**src/rtl/uart_frame_loader.sv**
```systemverilog
// uart_frame_loader: converts the UART RX byte stream into framebuffer write strobes.
// A full-frame command (CMD_FULL) streams COLS*ROWS bytes from (0,0); a windowed
// command (CMD_WIN) carries a 5-byte header (x, y[15:8], y[7:0], len[15:8], len[7:0])
// followed by len bytes written in raster order with wrap to the top of the frame.
// An idle timeout outside IDLE aborts the command with an err pulse.
module uart_frame_loader #(
    parameter int          COLS     = 128,
    parameter int          ROWS     = 768,
    parameter int          XW       = 7,
    parameter int          YW       = 10,
    parameter logic [7:0]  CMD_FULL = 8'hAA,
    parameter logic [7:0]  CMD_WIN  = 8'hA5,
    parameter int          TIMEOUT  = 6_500_000
) (
    input  logic          sys_clk,
    input  logic          sys_rst,
    input  logic          rx_ready,
    input  logic [7:0]    rx_data,
    output logic          wr_en,
    output logic [XW-1:0] wr_x,
    output logic [YW-1:0] wr_y,
    output logic [7:0]    wr_data,
    output logic          busy,
    output logic          done,
    output logic          err
);

    localparam int NPIX = COLS * ROWS;
    localparam int CW   = ($clog2(NPIX + 1) > 16) ? $clog2(NPIX + 1) : 16;
    localparam int TW   = $clog2(TIMEOUT + 1);

    typedef enum logic [2:0] {
        S_IDLE, S_HX, S_HYH, S_HYL, S_HLH, S_HLL, S_DATA
    } state_t;

    state_t          state_q, state_d;
    logic            prev_q;
    logic [XW-1:0]   x_q, x_d;
    logic [YW-1:0]   y_q, y_d;
    logic [CW-1:0]   cnt_q, cnt_d;
    logic [7:0]      hx_q, hx_d, hyh_q, hyh_d, hyl_q, hyl_d, hlh_q, hlh_d;
    logic [TW-1:0]   tmo_q, tmo_d;
    logic            wr_en_q, wr_en_d, done_q, done_d, err_q, err_d, busy_q;
    logic [XW-1:0]   wr_x_q, wr_x_d;
    logic [YW-1:0]   wr_y_q, wr_y_d;
    logic [7:0]      wr_data_q, wr_data_d;

    logic            accept_s;
    logic            tmo_hit_s;
    logic [15:0]     hdr_y_s;
    logic [15:0]     len_s;

    // A byte is accepted on the rising edge of rx_ready.
    assign accept_s  = rx_ready & ~prev_q;
    assign tmo_hit_s = (state_q != S_IDLE) && !accept_s && (32'(tmo_q) == TIMEOUT - 1);
    assign hdr_y_s   = {hyh_q, hyl_q};
    assign len_s     = {hlh_q, rx_data};

    // Next-state, datapath and output strobes.
    always_comb begin
        state_d   = state_q;
        x_d       = x_q;
        y_d       = y_q;
        cnt_d     = cnt_q;
        hx_d      = hx_q;
        hyh_d     = hyh_q;
        hyl_d     = hyl_q;
        hlh_d     = hlh_q;
        wr_en_d   = 1'b0;
        done_d    = 1'b0;
        err_d     = 1'b0;
        wr_x_d    = wr_x_q;
        wr_y_d    = wr_y_q;
        wr_data_d = wr_data_q;

        if (accept_s) begin
            case (state_q)
                S_IDLE: begin
                    if (rx_data == CMD_FULL) begin
                        state_d = S_DATA;
                        x_d     = '0;
                        y_d     = '0;
                        cnt_d   = CW'(NPIX);
                    end else if (rx_data == CMD_WIN) begin
                        state_d = S_HX;
                    end else begin
                        state_d = S_IDLE;
                    end
                end
                S_HX:  begin hx_d  = rx_data; state_d = S_HYH; end
                S_HYH: begin hyh_d = rx_data; state_d = S_HYL; end
                S_HYL: begin hyl_d = rx_data; state_d = S_HLH; end
                S_HLH: begin hlh_d = rx_data; state_d = S_HLL; end
                S_HLL: begin
                    if ((32'(hx_q) >= COLS) || (32'(hdr_y_s) >= ROWS) || (len_s == 16'd0)) begin
                        err_d   = 1'b1;
                        state_d = S_IDLE;
                    end else begin
                        x_d     = XW'(hx_q);
                        y_d     = YW'(hdr_y_s);
                        cnt_d   = CW'(len_s);
                        state_d = S_DATA;
                    end
                end
                S_DATA: begin
                    wr_en_d   = 1'b1;
                    wr_x_d    = x_q;
                    wr_y_d    = y_q;
                    wr_data_d = rx_data;
                    if (32'(x_q) == COLS - 1) begin
                        x_d = '0;
                        if (32'(y_q) == ROWS - 1) begin
                            y_d = '0;
                        end else begin
                            y_d = y_q + YW'(1);
                        end
                    end else begin
                        x_d = x_q + XW'(1);
                    end
                    cnt_d = cnt_q - CW'(1);
                    if (cnt_q == CW'(1)) begin
                        done_d  = 1'b1;
                        state_d = S_IDLE;
                    end else begin
                        state_d = S_DATA;
                    end
                end
                default: state_d = S_IDLE;
            endcase
        end else if (tmo_hit_s) begin
            err_d   = 1'b1;
            state_d = S_IDLE;
        end else begin
            state_d = state_q;
        end

        // Idle timer restarts on every byte and whenever we are (or land) in IDLE.
        if (accept_s || (state_d == S_IDLE)) begin
            tmo_d = '0;
        end else begin
            tmo_d = tmo_q + TW'(1);
        end
    end

    // State, datapath and registered outputs with asynchronous reset.
    always_ff @(posedge sys_clk or posedge sys_rst) begin
        if (sys_rst) begin
            state_q   <= S_IDLE;
            prev_q    <= 1'b1;
            x_q       <= '0;
            y_q       <= '0;
            cnt_q     <= '0;
            hx_q      <= 8'h00;
            hyh_q     <= 8'h00;
            hyl_q     <= 8'h00;
            hlh_q     <= 8'h00;
            tmo_q     <= '0;
            wr_en_q   <= 1'b0;
            done_q    <= 1'b0;
            err_q     <= 1'b0;
            busy_q    <= 1'b0;
            wr_x_q    <= '0;
            wr_y_q    <= '0;
            wr_data_q <= 8'h00;
        end else begin
            state_q   <= state_d;
            prev_q    <= rx_ready;
            x_q       <= x_d;
            y_q       <= y_d;
            cnt_q     <= cnt_d;
            hx_q      <= hx_d;
            hyh_q     <= hyh_d;
            hyl_q     <= hyl_d;
            hlh_q     <= hlh_d;
            tmo_q     <= tmo_d;
            wr_en_q   <= wr_en_d;
            done_q    <= done_d;
            err_q     <= err_d;
            busy_q    <= (state_d != S_IDLE);
            wr_x_q    <= wr_x_d;
            wr_y_q    <= wr_y_d;
            wr_data_q <= wr_data_d;
        end
    end

    assign wr_en   = wr_en_q;
    assign wr_x    = wr_x_q;
    assign wr_y    = wr_y_q;
    assign wr_data = wr_data_q;
    assign busy    = busy_q;
    assign done    = done_q;
    assign err     = err_q;

endmodule

```
**config.mk**
```make
export PLATFORM = sky130hd
export DESIGN_NAME = uart_frame_loader
export DESIGN_NICKNAME = d
export VERILOG_FILES = /design/src/rtl/uart_frame_loader.sv
export SDC_FILE = /design/constraint.sdc
export NUM_CORES = 1
export LEC_CHECK = 0
export CORE_MARGIN = 2
export CORE_UTILIZATION = 66
export CTS_BUF_LIST = sky130_fd_sc_hd__clkbuf_8
export CTS_CLUSTER_DIAMETER = 60
export DETAILED_ROUTE_END_ITERATION = 10
export PLACE_DENSITY = 0.86
export REMOVE_ABC_BUFFERS = 1
export SLEW_MARGIN = 20
export SYNTH_ARGS = -nofsm -noshare
export SYNTH_HDL_FRONTEND = slang
export SYNTH_SLANG_ARGS = --single-unit
export TNS_END_PERCENT = 5
```
**constraint.sdc**
```tcl
create_clock -name sys_clk -period 6.85 [get_ports sys_clk]
set_input_delay 1.37 -clock sys_clk [delete_from_list [all_inputs] [get_ports sys_clk]]
set_output_delay 1.37 -clock sys_clk [all_outputs]
set_load 0.01 [all_outputs]
```
# Word-level counts from Yosys, hierarchy flattened
# Cells that the tools add are included.
# classes
n_lt_le_gt_ge	2
bitwise	2
addsub	4
eq_ne	15
n_mux	29
n_reduce_logical	19
# ops
op	n
17-bit case mux with 3 select lines	1
10-bit two-way mux	4
17-bit two-way mux	2
10-bit case mux with 3 select lines	1
23-bit by 1-bit adder with 23-bit output, second input constant	1
23-bit == test, second input constant	1
23-bit two-way mux	1
7-bit two-way mux	3
3-bit case mux with 7 select lines	1
7-bit case mux with 3 select lines	1
17-bit by 1-bit == test with 1-bit output, second input constant	1
17-bit by 1-bit subtractor with 17-bit output, second input constant	1
8-bit == test, second input constant	2
16-bit by 10-bit greater-or-equal comparator with 1-bit output, second input constant	1
16-bit logical NOT	1
3-bit two-way mux	5
10-bit by 1-bit adder with 10-bit output, second input constant	1
10-bit == test, second input constant	1
1-bit two-way mux	10
2-bit AND reduction	5
3-bit == test, second input constant	3
3-bit nonzero test	3
8-bit greater-or-equal comparator, second input constant	1
7-bit by 1-bit adder with 7-bit output, second input constant	1
other kinds (12)	19
# totals
out_inout_bits	29
inputBits	11
reg_bits	122
word_cells	88

# Logic depth before layout (Yosys ltp)
# depth
word_depth	10
depth_mapped	10
ltp_nobuf	8

# Worst setup path after synthesis
# OpenSTA, ideal clock, no wires.
# synth_timing
path_kind	input-to-reg
start	input rx_data[3]
end	register y_q[2]
cell_stages	8
t_required_ps	6721
n_path_buf	2
setup_ps	129
arrival_ps	2649
slack_ps	4072
path_cell_list	clkbuf_1 -> nor4bb_1 -> nand3_1 -> nand2_1 -> o21ai_2 -> buf_6 -> o31ai_1 -> o21ai_1
# synth_via
elab_chain_len	4
word_cells_on_any_way	6
cone_classes	eq/ne: 3; reduce/logical: 3
# synth_rtl
item	line	rtl
from (decl)	18	input logic [7:0] rx_data,
16-bit logical NOT	95	if ((32'(hx_q) >= COLS) || (32'(hdr_y_s) >= ROWS) || (len_s == 16'd0)) begin
1-bit logical OR	95	
2-bit != test (no source line)	--	
5-bit AND reduction (no source line) (*)	--	
to (signal assigned)	169	y_q <= y_d;
to (decl)	39	logic [YW-1:0] y_q, y_d;
# Mark *: on every way between the ends. The rest lies on a longest branch, timed or not.
# A chain may end at the register's enable or synchronous reset.

# Worst setup path in the final report
# layout_timing
start	input rx_data[1]
end	register cnt_q[5]
# layout_via
elab_chain_len	4
word_cells_on_any_way	6
cone_classes	eq/ne: 3; reduce/logical: 3
# layout_rtl
item	line	rtl
16-bit logical NOT	95	
1-bit logical OR	95	
2-bit != test (no source line)	--	
4-bit AND reduction (no source line) (*)	--	
to (signal assigned)	170	cnt_q <= cnt_d;
to (decl)	40	logic [CW-1:0] cnt_q, cnt_d;
# Marks and branches as above.

==> results.py <==
metrics = {
    "status": {
        "status": "complete, no violations",
    },
    "worst_setup_path": {
        "r2r_slack_ns": 3.71,
        "rr_worst_depth": 9,
        "start_kind": "input port",
        "crit_fanout": 29,
        "cp.arrival_ns": 3.80,
        "worstSetupEndpointType": "register",
        "cp.required_ns": 7.20,
        "rr_startpoint": "state_q[1]",
        "rr_endpoint": "x_q[5]",
        "path_class": "input port to register",
    },
    "sta": {
        "min_period_ns": 3.44,
        "fin_ws_ns": 3.41,
        "skew_ns": 0.0109,
        "fmax_ghz": 0.290,
        "report.final.slew_viol_count": 0,
        "rsz0062_at_grt": "false",
        "fin_setup_tns_ns": 0,
        "post-route-period-util_pct": 50.3,
        "max_slew.worst_pin.slew_ns": 1.08,
        "final_hold_viol_count": 0,
        "timing.slew.headroom_pct": 27.8,
        "setup_viol": 0,
        "fin_hold_ws_ns": 0.481,
    },
    "clock_tree": {
        "clock-sinks": 122,
        "clockBufferDepth": 2,
        "cts_buffers": 17,
        "clk-insertion-delay-late_ns": 0.44,
        "cts_tree": "done",
        "clock-root-buffer": "clkbuf_8",
        "cts_max_level": 4,
        "postCtsSetupBuffers": 0,
        "holdBufCountCts": 0,
        "path_clk_slew_ns": 0.07,
        "cts.repair.resized": 0,
    },
    "global_route": {
        "grt_pass1_wl_microns": 23100,
        "antenna_found_initial": 0,
        "grt_overflow": 0,
        "grt_pass1_vias": 4693,
        "track_usage_pct": 30.2,
        "grt_max_degree": 79,
    },
    "power": {
        "netSwitchingFraction_pct": 37.2,
        "power_frac_clock_pct": 24.1,
        "pwr-share-comb_pct": 30.9,
        "p_leak_nw": 2.95,
        "p_per_area_mw_per_mm2": 389,
        "internal_power_mw": 1.64,
        "seqPwrFrac_pct": 45.0,
        "fin_total_pwr_mw": 2.62,
        "vdd_ir_drop_max_mv": 0.259,
        "p_switching_mw": 0.975,
    },
    "layout": {
        "drive_gt1_share_pct": 12.7,
        "area_delta_synth_final_pct": 13.5,
        "design_area_sq_mm": 0.00674,
        "fin_nets": 659,
        "instances_no_fill": 764,
        "most-common-layout-cells": "dfrtp_1 (121), nand2_1 (102), nor2_1 (53)",
        "num_antenna_cells": 0,
        "final_util_pct": 77.3,
        "final_common_cell": "dfrtp_1",
        "nFillCells": 584,
    },
    "synth": {
        "ys_ff_latch": 122,
        "ys_types": 58,
        "syn-cell-area_sq_mm": 0.00594,
        "synth_flop_cell": "dfrtp_1",
        "synth-edff-count": 0,
        "synthCells": 611,
        "syn_area_per_cell_sq_um": 9.72,
        "ys_seq_area_share_pct": 51.4,
        "synth_async_sr_flop_share_pct": 100,
        "synth_warnings": 0,
    },
    "floorplanning": {
        "die_h_microns": 98.8,
        "num_rows": 34,
        "die_area_sq_mm": 0.00977,
        "core-area_sq_mm": 0.00872,
        "fp.dieW_microns": 98.8,
        "ios": 40,
        "start_util_pct": 68.1,
    },
    "min_path": {
        "min_from": "wr_y[6]",
        "hp-class": "register to register",
        "hold-path-endpoint": "wr_y[6]",
        "hold_depth": 2,
    },
    "route": {
        "wire_per_inst_microns": 18.1,
        "dr.first_iter.drc_count": 500,
        "vias": 4862,
        "vias_per_cell": 6.36,
        "firstDrtPassIters": 5,
        "postRouteWirelength_microns": 13900,
        "antenna_left": 0,
        "drc": 0,
    },
    "flow_run": {
        "cap_violations": 0,
    },
    "place": {
        "dp_slack_ns": 3.04,
        "io_buffers": 39,
        "finalWeightedCongestion": 0.852,
        "place_inst": 732,
        "post-dp-hpwl_microns": 8850,
        "place_area_sq_mm": 0.00634,
    },
}
==> cells in the mapped netlist (3+ instances only) <==
library cell / instances / area [sq um]
dfrtp_1: 121 / 3030
nand2_1: 102 / 383
nor2_1: 53 / 199
o21ai_0: 45 / 225
mux2_2: 32 / 360
a21oi_1: 26 / 130
nand3_1: 20 / 100
clkbuf_1: 18 / 67.6
nor3_1: 14 / 70.1
inv_1: 13 / 48.8
o21ai_1: 13 / 65.1
xor2_1: 13 / 114
and3_1: 11 / 68.8
a22oi_1: 9 / 67.6
xnor2_1: 9 / 78.8
nor4_1: 8 / 50.1
a32oi_1: 7 / 61.3
nand4_1: 7 / 43.8
nor3b_1: 7 / 52.6
buf_2: 6 / 30.0
and2_1: 5 / 31.3
and4_1: 5 / 43.8
ha_1: 5 / 62.6
nor2b_1: 5 / 31.3
a21o_1: 4 / 30.0
a31oi_1: 4 / 25.0
buf_4: 3 / 22.5
o22ai_1: 3 / 18.8
o31ai_1: 3 / 22.5
or3_1: 3 / 18.8
==> cells by family after synthesis <==
group           share of synthesized area [%]
buf+inv                                  3.35
simple gates                             21.9
mux                                      6.07
fa+ha+maj                                1.05
xor+xnor                                 3.25
flops                                    51.4
compound gates                           12.9
==> routing by layer <==
layer	wire length, microns	up-vias	track usage, %
li1	-	2235	-
met1	5900	2363	42.3
met2	6670	242	46.9
met3	1120	22	8.09
met4	181	0	9.17
met5	0	-	0
==> power by group through the flow <==
stage	Sequential (mW)	Combinational (mW)	Clock (mW)
finish	1.18	0.809	0.632
global route	1.21	0.887	0.675
global placement	1.17	0.759	0
floorplan	1.14	0.513	0
CTS	1.17	0.801	0.641
detailed placement	1.18	0.788	0
==> area by class of cell <==
class                      instances  area, sq um  share of cell area, %
sequential                       122         3050                   45.3
multi-input combinational        446         2680                   39.8
timing repair buffer              43          420                   6.24
clock buffer                      18          248                   3.68
clock inverter                    14          146                   2.17
tap                              108          135                   2.01
inverter                          13         51.3                  0.761
==> worst max-delay path: stages <==
cell and delay, ns:
clkdlybuf4s50_1 0.62, nor4_1 0.36, nand4_1 0.18, and4_4 0.23, o21ai_2 0.40, buf_4 0.37
o21ai_0 0.14, o21ai_1 0.11
==> state kept, by name, indices dropped and copies added (netlist names) <==
name     flops
busy         1
cnt_q       17
done         1
err          1
hlh_q        8
hx_q         8
hyh_q        8
hyl_q        8
prev_q       1
state_q      3
tmo_q       23
wr_data      8
wr_en        1
wr_x         7
wr_y        10
x_q          7
y_q         10
==> worst max path at each step <==
stage               depth (start not counted)  slack [ns]         to  startpoint
floorplan                                   1        2.24       busy     sys_rst
global placement                            9        3.09     x_q[5]    rx_ready
detailed placement                          8        3.04  cnt_q[10]  rx_data[0]
CTS                                         8        3.52   cnt_q[5]  rx_data[1]
global route                                8        3.31   cnt_q[7]  rx_data[1]
finish                                      8        3.41   cnt_q[5]  rx_data[1]
No activity file was read; power rests on OpenSTA's default activity.
